--- config.mk ---
export PLATFORM = sky130hd
export DESIGN_NAME = alu_exec_unit
export DESIGN_NICKNAME = d
export VERILOG_FILES = /design/src/rtl/alu_pkg.sv /design/src/rtl/alu_shift_seq.sv /design/src/rtl/alu_exec_unit.sv
export SDC_FILE = /design/constraint.sdc
export NUM_CORES = 1
export LEC_CHECK = 0
export CORE_MARGIN = 4
export CORE_UTILIZATION = 50
export DETAILED_ROUTE_END_ITERATION = 10
export PLACE_DENSITY = 0.72
export SKIP_LAST_GASP = 1
export SYNTH_ARGS = -nofsm -noshare
export SYNTH_HDL_FRONTEND = slang
export SYNTH_SLANG_ARGS = --single-unit
--- constraint.sdc ---
create_clock -name clk -period 2.9 [get_ports clk]
set_clock_uncertainty 0.2 [all_clocks]
set_input_delay 0.435 -clock clk [delete_from_list [all_inputs] [get_ports clk]]
set_output_delay 0.435 -clock clk [all_outputs]
set_load 0.02 [all_outputs]
--- src/rtl/alu_pkg.sv ---
// Shared ALU control codes and execute-unit state encoding.
// Imported by the ALU control decoder, main control and execute stage.
package alu_pkg;

    localparam int XLEN_DEFAULT = 32;

    typedef enum logic [3:0] {
        ALU_ADD    = 4'b0000,
        ALU_SUB    = 4'b0001,
        ALU_AND    = 4'b0010,
        ALU_OR     = 4'b0011,
        ALU_XOR    = 4'b0100,
        ALU_SLL    = 4'b0101,
        ALU_SRL    = 4'b0110,
        ALU_SRA    = 4'b0111,
        ALU_SLT    = 4'b1000,
        ALU_SLTU   = 4'b1001,
        ALU_PASS_B = 4'b1010
    } alu_op_e;

    typedef enum logic [1:0] {
        ST_IDLE,
        ST_SHIFT,
        ST_DONE
    } exec_state_e;

    function automatic logic is_shift_op(input logic [3:0] code);
        return (code == ALU_SLL) || (code == ALU_SRL) || (code == ALU_SRA);
    endfunction

endpackage

--- src/rtl/alu_shift_seq.sv ---
// Iterative shifter: one bit position per cycle.
// Load performs the first step so a shift by s finishes after s edges.
module alu_shift_seq #(
    parameter int XLEN = 32
) (
    input  logic                     clk,
    input  logic                     reset,
    input  logic                     load,
    input  logic                     step,
    input  logic                     left,
    input  logic                     arith,
    input  logic [XLEN-1:0]          op_a,
    input  logic [$clog2(XLEN)-1:0]  shamt,
    output logic [XLEN-1:0]          nxt,
    output logic                     last
);

    localparam int SHAMT_W = $clog2(XLEN);

    logic [XLEN-1:0]    data;
    logic [SHAMT_W-1:0] count;
    logic               left_q;
    logic               arith_q;
    logic [XLEN-1:0]    src;
    logic [XLEN-1:0]    sh;
    logic               l_sel;
    logic               a_sel;

    always_comb begin
        src   = load ? op_a  : data;
        l_sel = load ? left  : left_q;
        a_sel = load ? arith : arith_q;
        if (l_sel) begin
            sh = {src[XLEN-2:0], 1'b0};
        end else begin
            sh = {a_sel & src[XLEN-1], src[XLEN-1:1]};
        end
        nxt = (load && shamt == '0) ? op_a : sh;
    end

    assign last = (count == SHAMT_W'(1));

    always_ff @(posedge clk or posedge reset) begin
        if (reset) begin
            data    <= '0;
            count   <= '0;
            left_q  <= 1'b0;
            arith_q <= 1'b0;
        end else if (load) begin
            data    <= nxt;
            count   <= (shamt == '0) ? '0 : shamt - SHAMT_W'(1);
            left_q  <= left;
            arith_q <= arith;
        end else if (step) begin
            data  <= nxt;
            count <= count - SHAMT_W'(1);
        end
    end

endmodule

--- src/rtl/alu_exec_unit.sv ---
// Execute-stage ALU: single-cycle logic/arith ops, iterative shifts,
// valid/ready on both sides, registered result/zero/illegal.
module alu_exec_unit
    import alu_pkg::*;
#(
    parameter int XLEN = XLEN_DEFAULT
) (
    input  logic            clk,
    input  logic            reset,
    input  logic            in_valid,
    output logic            in_ready,
    input  logic [3:0]      alu_ctrl,
    input  logic [XLEN-1:0] op_a,
    input  logic [XLEN-1:0] op_b,
    output logic            out_valid,
    input  logic            out_ready,
    output logic [XLEN-1:0] result,
    output logic            zero,
    output logic            illegal
);

    localparam int SHAMT_W = $clog2(XLEN);

    exec_state_e        state;
    exec_state_e        state_nxt;
    logic [XLEN-1:0]    alu_res;
    logic               bad_code;
    logic               is_shift;
    logic               long_shift;
    logic               accept;
    logic               step;
    logic               fin;
    logic [XLEN-1:0]    fin_val;
    logic               fin_ill;
    logic [SHAMT_W-1:0] shamt;
    logic [XLEN-1:0]    shift_nxt;
    logic               shift_last;

    assign shamt      = op_b[SHAMT_W-1:0];
    assign is_shift   = is_shift_op(alu_ctrl);
    assign long_shift = is_shift && (shamt > SHAMT_W'(1));
    assign accept     = in_valid && in_ready;
    assign step       = (state == ST_SHIFT);
    assign out_valid  = (state == ST_DONE);

    always_comb begin
        alu_res  = '0;
        bad_code = 1'b0;
        unique case (alu_ctrl)
            ALU_ADD:    alu_res = op_a + op_b;
            ALU_SUB:    alu_res = op_a - op_b;
            ALU_AND:    alu_res = op_a & op_b;
            ALU_OR:     alu_res = op_a | op_b;
            ALU_XOR:    alu_res = op_a ^ op_b;
            ALU_SLT:    alu_res = XLEN'($signed(op_a) < $signed(op_b));
            ALU_SLTU:   alu_res = XLEN'(op_a < op_b);
            ALU_PASS_B: alu_res = op_b;
            ALU_SLL, ALU_SRL, ALU_SRA: alu_res = '0;
            default:    bad_code = 1'b1;
        endcase
    end

    alu_shift_seq #(
        .XLEN (XLEN)
    ) u_shift (
        .clk   (clk),
        .reset (reset),
        .load  (accept && is_shift),
        .step  (step),
        .left  (alu_ctrl == ALU_SLL),
        .arith (alu_ctrl == ALU_SRA),
        .op_a  (op_a),
        .shamt (shamt),
        .nxt   (shift_nxt),
        .last  (shift_last)
    );

    // Results land in the output registers on the edge that enters DONE.
    assign fin     = (accept && !long_shift) || (step && shift_last);
    assign fin_val = (step || is_shift) ? shift_nxt : alu_res;
    assign fin_ill = !step && bad_code;

    always_comb begin
        state_nxt = state;
        in_ready  = 1'b0;
        unique case (state)
            ST_IDLE: begin
                in_ready = 1'b1;
                if (in_valid) begin
                    state_nxt = long_shift ? ST_SHIFT : ST_DONE;
                end
            end
            ST_SHIFT: begin
                if (shift_last) begin
                    state_nxt = ST_DONE;
                end
            end
            ST_DONE: begin
                in_ready = out_ready;
                if (out_ready) begin
                    if (in_valid) begin
                        state_nxt = long_shift ? ST_SHIFT : ST_DONE;
                    end else begin
                        state_nxt = ST_IDLE;
                    end
                end
            end
            default: state_nxt = ST_IDLE;
        endcase
    end

    always_ff @(posedge clk or posedge reset) begin
        if (reset) begin
            state   <= ST_IDLE;
            result  <= '0;
            zero    <= 1'b0;
            illegal <= 1'b0;
        end else begin
            state <= state_nxt;
            if (fin) begin
                result  <= fin_val;
                zero    <= (fin_val == '0);
                illegal <= fin_ill;
            end
        end
    end

endmodule
==> flow_summary_export.csv, run 1 <==
group,metric,value,unit
status,lastStage,"5_1_grt",
cts,clock_path_buffers,2,
place,routabilityCongestion,1.12,
status,error,"[ERROR GRT-0232] Routing congestion too high. Check the congestion heatmap in the GUI.",
logic_synthesis,yosys.area_share.xor_xnor,0.0147,
logic_synthesis,synth_cell_types,103,
logic_synthesis,synth-simple-area-share,0.232,
logic_synthesis,synth_area,10700,um^2
logic_synthesis,synth_most_common_cell,"nand2_1",
logic_synthesis,synth-compound-area-share,0.337,
floorplan,num_rows,53,
logic_synthesis,synth_top_area_cell,"dfrtp_1",
logic_synthesis,synth.area.mux_share,0.0343,
place,place_area,16400,um^2
logic_synthesis,synth_top_family_by_area,"compound AO/OA/AOI/OAI gates",
place,port_buffers,107,
sta,grt-worst-endpoint,"zero$_DFFE_PP0P_/D",
global_routing,grt_usage,0.993,
cts,cts.sink_count,75,
floorplan,die_x,154,um
logic_synthesis,synth_area_leaders,"dfrtp_1, ha_1, a21oi_1",
place,dp_slack,-1540,ps
floorplan,ioPinCount,108,
place,dp_hpwl,45100,um
cts,holdBufCountCts,0,
logic_synthesis,syn_inst,1476,
logic_synthesis,synth_fa_ha_area_frac,0.131,
logic_synthesis,synth_top_area_frac,0.175,
logic_synthesis,synth_ff_type,"dfrtp_1",
logic_synthesis,syn_nets,1659,
logic_synthesis,synth_common_cells,"nand2_1, nor2_1, a21oi_1",
cts,cts_buffers,9,
place,place_inst,2354,
logic_synthesis,synth-seq-cells,75,
cts,cts_max_level,3,
floorplan,die_h,154,um
status,run_status,"did not finish",
logic_synthesis,syn_avg_cell_area,7.27,um^2
floorplan,start_util,0.509,
cts,cts_root_buf,"clkbuf_16",
logic_synthesis,ys_seq_area_frac,0.175,
logic_synthesis,yosys_warnings,0,
sta,worstEndpointType,"sequential cell input",
logic_synthesis,synth_edf_count,0,
global_routing,grt_start_max_net_pins,76,
logic_synthesis,async_reset_ff_frac,1.00,
global_routing,overflow,1616,
## cell families after synthesis
logic type      after synthesis
fa+ha+maj                   111
xor+xnor                     18
mux                          35
flops                        75
buf+inv                     196
simple gates                506
compound gates              535
## stage by stage
step	util	hold slack [ps]
after CTS	0.915	278
after floorplan	-	238
after detailed placement	0.780	264
after global placement	0.780	250
## layer usage
layer	GRT overflow	global-route usage
met5	6	0.609
met4	412	1.09
met3	66	0.838
met2	1081	1.20
met1	51	0.911
## what timing repair did
action                     in CTS
pin swaps                     179
resized for setup             586
setup endpoints to repair      41
gates cloned                    2
setup buffers                 106
==> inputs of run 2 (changes only) <==
--- a/config.mk
+++ b/config.mk
@@ -6,9 +6,9 @@
 export NUM_CORES = 1
 export LEC_CHECK = 0
 export CORE_MARGIN = 4
-export CORE_UTILIZATION = 50
+export CORE_UTILIZATION = 35
 export DETAILED_ROUTE_END_ITERATION = 10
-export PLACE_DENSITY = 0.72
+export PLACE_DENSITY_LB_ADDON = 0.15
 export SKIP_LAST_GASP = 1
 export SYNTH_ARGS = -nofsm -noshare
 export SYNTH_HDL_FRONTEND = slang
==> constraint.sdc (replaced) <==
create_clock -name clk -period 3.8 [get_ports clk]
set_clock_uncertainty 0.2 [all_clocks]
set_input_delay 0.57 -clock clk [delete_from_list [all_inputs] [get_ports clk]]
set_output_delay 0.57 -clock clk [all_outputs]
set_load 0.02 [all_outputs]
==> flow_summary_export.csv, run 2 <==
group,metric,value,unit
status,run_status,"finished, final reports clean",
global_routing,antenna_found_initial,0,
global_routing,grt_usage,0.320,
detailed_routing,first_pass_iters,8,
setup_path,r2r_start,"state[0]",
floorplan,die_x,183,um
power_and_ir_drop,total_power,0.00672,W
sta,period_share,0.985,
cts,cts_root_buf,"clkbuf_16",
sta,fin_crit,3740,ps
logic_synthesis,synth_common_cells,"nand2_1, nor2_1, a21oi_1",
cts,cts_tree,"yes",
place,port_buffers,107,
cells_and_area,mostFrequentLayoutCell,"buf_4",
cts,cts.sink_count,75,
global_routing,grt_pass1_wl,83100,um
job,max_cap_viol_count,0,
cells_and_area,fill_cells,2763,
detailed_routing,wirelength,56600,um
sta,max_freq,267,MHz
sta,finalMaxSlewViolations,0,
power_and_ir_drop,leakage,8.36,nW
place,dp_hpwl,46200,um
setup_path,ff2ff_path_depth,13,
setup_path,endpoint_kind,"register",
detailed_routing,wire_per_inst,22.8,um
global_routing,overflow,0,
floorplan,num_rows,63,
logic_synthesis,synth_edf_count,0,
place,place_inst,2427,
sta,setup_ws,56.2,ps
power_and_ir_drop,powerDensity,371,nW/um^2
logic_synthesis,synth_area_leaders,"dfrtp_1, ha_1, a21oi_1",
cells_and_area,largestRegisters,"result: 32 flops, u_shift.data: 32 flops, u_shift.count: 5 flops",
floorplan,core_area,30000,um^2
cts,clk_latency,350,ps
logic_synthesis,synth_area,10700,um^2
logic_synthesis,synth_ff_type,"dfrtp_1",
sta,relSlewSlack,0.459,
detailed_routing,drc,0,
detailed_routing,num_vias,14400,
logic_synthesis,synth-seq-cells,75,
floorplan,start_util,0.358,
logic_synthesis,syn_inst,1476,
logic_synthesis,syn_nets,1659,
worst_hold_path,hold_class,"register to register",
sta,finalSetupViolCount,0,
cells_and_area,fin_cells,2475,
place,dp_slack,-1200,ps
detailed_routing,ant_nets,0,
cells_and_area,utilization,0.605,
cells_and_area,antenna_cells,0,
place,routabilityCongestion,1.05,
setup_path,path_class,"input pin to register",
cts,cts_max_level,3,
logic_synthesis,yosys_warnings,0,
sta,worst_pin_slew,811,ps
detailed_routing,routed_via_density,5.83,
cells_and_area,finalNetCount,2263,
cts,cts_buffers,9,
logic_synthesis,synth_top_area_cell,"dfrtp_1",
detailed_routing,drt_iter0_drc,1563,
power_and_ir_drop,peakVddDrop,0.281,mV
cts,path_clk_slew,70,ps
setup_path,r2r_slack,300,ps
logic_synthesis,synth_cell_types,103,
logic_synthesis,synth_most_common_cell,"nand2_1",
global_routing,grt_start_max_net_pins,52,
cells_and_area,final_cell_mix,"buf_4, nand2_1, nor2_1, a21oi_1",
worst_hold_path,hold_path_end,"result[1]",
logic_synthesis,syn_avg_cell_area,7.27,um^2
floorplan,die_area,33500,um^2
floorplan,ioPinCount,108,
setup_path,cp-start-kind,"input pin",
logic_synthesis,async_reset_ff_frac,1.00,
setup_path,arrival,3790,ps
global_routing,grt_pass1_vias,13700,
logic_synthesis,synth_top_area_frac,0.175,
setup_path,r2r-end,"zero",
sta,hold_viol_final,0,
cells_and_area,area_delta_synth_final,68.8,%
cells_and_area,drive_above_1_share,0.408,
logic_synthesis,ys_seq_area_frac,0.175,
setup_path,worst-path-max-fanout,8,
floorplan,die_h,183,um
setup_path,crit_required,3840,ps
cts,holdBufCountCts,0,
worst_hold_path,min_path_cells,2,
cts,clock_path_buffers,2,
sta,rsz0062_at_grt,"yes",
worst_hold_path,hold_start,"result[1]",
sta,hold-worst-slack,264,ps
[run 2: cell counts after synthesis]
No cell type changed its count.
[run 2: timing repair]
action,4_1_cts,5_1_grt
resized for setup,138,191
pin swaps,35,56
buffers inserted,14,18
gates cloned,0,0
endpoints found under the setup margin,15,10
[run 2: how the worst max path moves through the flow]
| stage | cells past startpoint | slack (ps) | end | start |
|---|---|---|---|---|
| 4_1_cts | 16 | -60 | zero | op_a[1] |
| 3_5_place_dp | 16 | -1200 | zero | op_a[10] |
| 6_report | 17 | 60 | zero | op_a[19] |
| 2_1_floorplan | 13 | 370 | zero | op_b[4] |
| 5_1_grt | 16 | -80 | zero | op_b[1] |
| 3_3_place_gp | 16 | -1220 | zero | op_a[10] |
[run 2: cells by family after synthesis]
logic type / Yosys count / share of synthesized area
AOI/OAI and AO/OA: 535 / 0.337
and+or+nand+nor: 506 / 0.232
DFF: 75 / 0.175
buffers and inverters: 196 / 0.0764
adders and majority gates: 111 / 0.131
muxes: 35 / 0.0343
xor gates and xnor gates: 18 / 0.0147
[run 2: report_power, final]
part	switching, W	internal, W
Combinational	0.00228	0.00212
Sequential	0.000276	0.00115
Clock	0.000378	0.000518
[run 2: critical path, stage by stage]
cell,delay (ps)
clkdlybuf4s50_1,550
inv_1,120
ha_4,310
buf_6,150
o21ai_0,120
o21ai_1,150
o22a_1,170
and3_1,170
nor3_2,50
buf_4,150
buf_4,130
or4b_4,520
a31oi_4,160
o2bb2ai_2,80
nand3_1,80
nor3_2,40
a32o_2,250
[run 2: layer usage]
metal | wire (um) | track usage
met2 | 23800 | 0.477
met4 | 1570 | 0.0799
met5 | 0 | 0
met1 | 25700 | 0.480
met3 | 5420 | 0.0539
[run 2: cell type report]
| class | instances | area [um^2] | area share |
|---|---|---|---|
| inverter | 98 | 369 | 0.0204 |
| clock buffer | 9 | 225 | 0.0124 |
| tap | 390 | 488 | 0.0269 |
| sequential | 75 | 1880 | 0.104 |
| clock inverter | 7 | 80.1 | 0.00442 |
| timing repair buffer | 691 | 5820 | 0.321 |
| multi-input combinational | 1205 | 9250 | 0.511 |
[run 2: per-stage QoR]
stage               cell area [um^2]  setup TNS, ps
floorplan                      10700              0
global placement               16200         -10390
detailed placement             16200         -10840
CTS                            17200          -71.2
global route                   18100          -81.8
finish                         18100              0
Note: power is estimated with default switching activity, not from simulation.
==> edit 1, RTL diff (settings of run 2) <==
Change the package constant `XLEN_DEFAULT` from 32 to 16.
--- a/src/rtl/alu_pkg.sv
+++ b/src/rtl/alu_pkg.sv
@@ -2,7 +2,7 @@
 // Imported by the ALU control decoder, main control and execute stage.
 package alu_pkg;
 
-    localparam int XLEN_DEFAULT = 32;
+    localparam int XLEN_DEFAULT = 16;
 
     typedef enum logic [3:0] {
         ALU_ADD    = 4'b0000,
Interface: changed (resized op_a, op_b and result); port bits go from 108 to 60. The function was not compared with the original's and may differ.
==> edit 1 against run 2 <==
- global-route usage down 4.6 points
- synthesized area down 46%
- sequential share of layout area up 1.9 points
- power down 52%
- register-to-register slack better by 230 ps
- cell area down 52%
- wire length down 55%
- sequential cell count down 33
- final cell count down 50%
- count of clock-buffer cells in the layout down 4
- fmax up 0.88%
- setup slack better by 32 ps
- clock power down 54%
- critical path type unchanged
- largest cell class unchanged
==> edit 1: results (changes against run 2) <==
- Crit path launch: op_a[5]
- Synth top area cells: dfrtp_1 18%, ha_1 12%, nand2_1 5.1%
- Number of library cell types mapped by synthesis: 92 (-11%)
- Final net count: 1110 (-51%)
- DR vias: 7185 (-50%)
- M2 GR Usage: 0.433 (-0.0436)
- CTS buffer count: 5 (-4)
- Critical Path Slowest Stage Cell: or4b_4
- Port Buffers: 59 (-45%)
- CP arrival: 3730 ps (-60 ps)
- First-iteration detailed-routing DRC count: 685 (-56%)
- Post-synth top cells: 78 x nand2_1, 73 x nor2_1, 59 x inv_1
- Top flop regs: result (16), u_shift.data (16), u_shift.count (4)
- Net count of the mapped netlist: 862 (-48%)
- Hold Path Origin: result[13]$_DFFE_PP0P_
- Routed vias/inst: 5.85 (+0.38%)
- Worst-path maximum fanout: 3 (-5)
- Fin crit share: 0.977 (-0.00855)
- Syn Inst Count: 764 (-48%)
- Vias in the first global route: 7078 (-48%)
- Htree depth: 2 (-1)
- RD Place Congestion: 1.04 (-1.2%)
- Delay of the slowest critical-path stage: 570 ps (+20 ps)
- First-pass GRT wire length: 39.4 mm (-53%)
- Lkg Pwr: 3.96 nW (-53%)
- Worst-Skew Late Latency: 290 ps (-60 ps)
- Status: finished, final reports clean
- Routed length per placed instance: 20.9 um (-8.4%)
- Layout cells sized above 1: 0.327 (-0.0806)
- Largest net degree at the start of global routing: 43 (-17%)
edit 1: worst max-delay path: cells and delay by family:
family / cells / cell delay, ps
buffers and inverters: 4 / 790
AO/OA/AOI/OAI: 4 / 710
AND/OR/NAND/NOR: 4 / 1080
multiplexers: 1 / 250
adder cells (fa/ha/maj): 1 / 320
edit 1: where the power goes:
group	total [mW]	leakage, nW	switching, mW	internal, mW
Combinational	2.02	3.38	1.06	0.960
Sequential	0.773	0.512	0.136	0.637
Clock	0.413	0.0694	0.176	0.237
edit 1: layout make-up:
cell class / instances / area (um^2) / area share
inverter: 59 / 221 / 0.0257
clock buffer: 5 / 125 / 0.0145
clock inverter: 2 / 10.0 / 0.00116
timing repair buffer: 293 / 2400 / 0.279
tap: 216 / 270 / 0.0314
sequential: 42 / 1050 / 0.122
multi-input combinational: 611 / 4530 / 0.526
edit 1: metal layers:
layer	wire length, um	vias up
li1	-	3355
met5	0	-
met1	11100	3437
met2	11800	332
met4	999	0
met3	1840	61
edit 1: worst paths after layout:
| path | endpoint | slack [ps] | cells after the start |
|---|---|---|---|
| max in group asynchronous | u_shift.count[3]$_DFFE_PP0P_ | 2500 | 3 |
| worst min register to register | result[13]$_DFFE_PP0P_ | 280 | 2 |
| worst max register to register | zero$_DFFE_PP0P_ | 530 | 12 |
| worst max-delay path | zero$_DFFE_PP0P_ | 90 | 14 |
| worst min-delay path | result[13]$_DFFE_PP0P_ | 280 | 2 |
| min in group asynchronous | u_shift.data[12]$_DFFE_PP0P_ | 520 | 3 |
edit 1: stage by stage:
step	hold WS, ps	setup TNS [ps]	worst slack (ps)	util	power [mW]
3_5_place_dp	272	-2630	-814	0.502	2.68
4_1_cts	283	0	4.13	0.519	3.14
3_3_place_gp	256	-2210	-730	0.502	2.64
6_report	275	0	88.7	0.536	3.21
5_1_grt	309	-14.8	-14.8	0.536	3.42
2_1_floorplan	255	0	303	-	1.75
edit 1: what timing repair did:
action / CTS / global route
gates resized for setup: 24 / 63
endpoints found under the setup margin: 2 / 6
cloned: 0 / 0
setup buffers: 2 / 6
pin swaps: 7 / 18
edit 1: cell families after synthesis:
logic type | count (synthesis) | share of synthesized area
flops | 42 | 0.182
simple gates | 277 | 0.243
buf+inv | 111 | 0.0944
mux | 17 | 0.0310
xor+xnor | 5 | 0.00758
compound gates | 254 | 0.314
fa+ha+maj | 58 | 0.128
==> edit 2, RTL diff (flow settings as in run 2) <==
Without the edit above. Reset style: synchronous (`reset`), changed in 2 clocked blocks.
--- a/src/rtl/alu_shift_seq.sv
+++ b/src/rtl/alu_shift_seq.sv
@@ -40,7 +40,7 @@
 
     assign last = (count == SHAMT_W'(1));
 
-    always_ff @(posedge clk or posedge reset) begin
+    always_ff @(posedge clk) begin
         if (reset) begin
             data    <= '0;
             count   <= '0;
--- a/src/rtl/alu_exec_unit.sv
+++ b/src/rtl/alu_exec_unit.sv
@@ -109,7 +109,7 @@
         endcase
     end
 
-    always_ff @(posedge clk or posedge reset) begin
+    always_ff @(posedge clk) begin
         if (reset) begin
             state   <= ST_IDLE;
             result  <= '0;
Function: differs if reset is asserted again (counterexample within 4 cycles, from zero or initial values and one cycle with reset high); with reset held inactive, the same outputs for 4 cycles.
==> edit 2 against run 2 <==
- the flow now finishes with violations (setup timing)
- fmax fell by 6.1%
- cell area fell by 2.8%
- power fell by 36%
- count of clock-buffer cells in the layout did not move
- sequential cell count did not move
- wire length rose by 5.1%
- synthesized area fell by 4.0%
- via count rose by 1.3%
- setup slack got worse by 240 ps
==> edit 2: results (changes against run 2) <==
- Post-Synth XOR/XNOR Area: 0.0196 (+0.00487)
- Vias in the first global route: 14038 (+2.7%)
- First-pass GRT wire length: 87.6 mm (+5.4%)
- Failing checks: setup timing
- Power share of the clock group: 0.192 (+0.059)
- Routed vias/inst: 5.82 (-0.14%)
- GRT met3 Usage: 0.0780 (+0.0241)
- Final net count: 2304 (+1.8%)
- DR vias: 14609 (+1.3%)
- Final worst slack: -186 ps (-242 ps)
- RD Place Congestion: 1.05 (-0.60%)
- DP HPWL: 48.5 mm (+5.1%)
- All-Layer GR Usage: 0.349 (+0.0285)
- Reg power frac: 0.210 (-0.002)
- Syn Inst Count: 1479 (+0.20%)
- CP arrival: 4030 ps (+240 ps)
- Drt first pass iters: 5 (-3)
- WL met1: 26.0 mm (+1.1%)
- Final setup violation count: 2 (+2)
- Routed length per placed instance: 23.7 um (+3.6%)
- Post-synthesis sequential area ratio: 0.146 (-0.0291)
- Setup TNS: -195 ps (-195 ps)
- Status: finished with violations
- Async SR Flop Fraction: 0 (-1.00)
- Main synth FF type: dfxtp_1
- DP Worst Slack: -1790 ps (-585 ps)
- Post-synth top cells: 187 x nor2_1, 127 x a21oi_1, 126 x nand2_1
- M1 GR Usage: 0.492 (+0.0127)
edit 2: layout make-up:
type                            count  area, um^2  area share
Inverter                          100         378      0.0215
Clock buffer                        9         225      0.0128
Timing Repair Buffer              731        5900       0.335
Tap cell                          384         480      0.0273
Clock inverter                      7        58.8     0.00334
Sequential cell                    75        1500      0.0853
Multi-Input combinational cell   1204        9060       0.515
edit 2: timing repair:
action                                  4_1_cts  5_1_grt
cloned                                        2        0
endpoints found under the setup margin       17        7
pin swaps                                    64       15
resized for setup                           311       32
setup buffers                                55        6
edit 2: final timing paths:
check | to | cells past startpoint | slack (ps) | start
hold reg to reg | result[18]$_SDFFE_PP0P_ | 2 | 260 | result[18]$_SDFFE_PP0P_
hold / removal | result[18]$_SDFFE_PP0P_ | 2 | 260 | result[18]$_SDFFE_PP0P_
setup reg to reg | zero$_SDFFE_PP0P_ | 13 | 20 | u_shift.count[0]$_SDFFE_PP0P_
setup / recovery | zero$_SDFFE_PP0P_ | 17 | -190 | op_b[2]
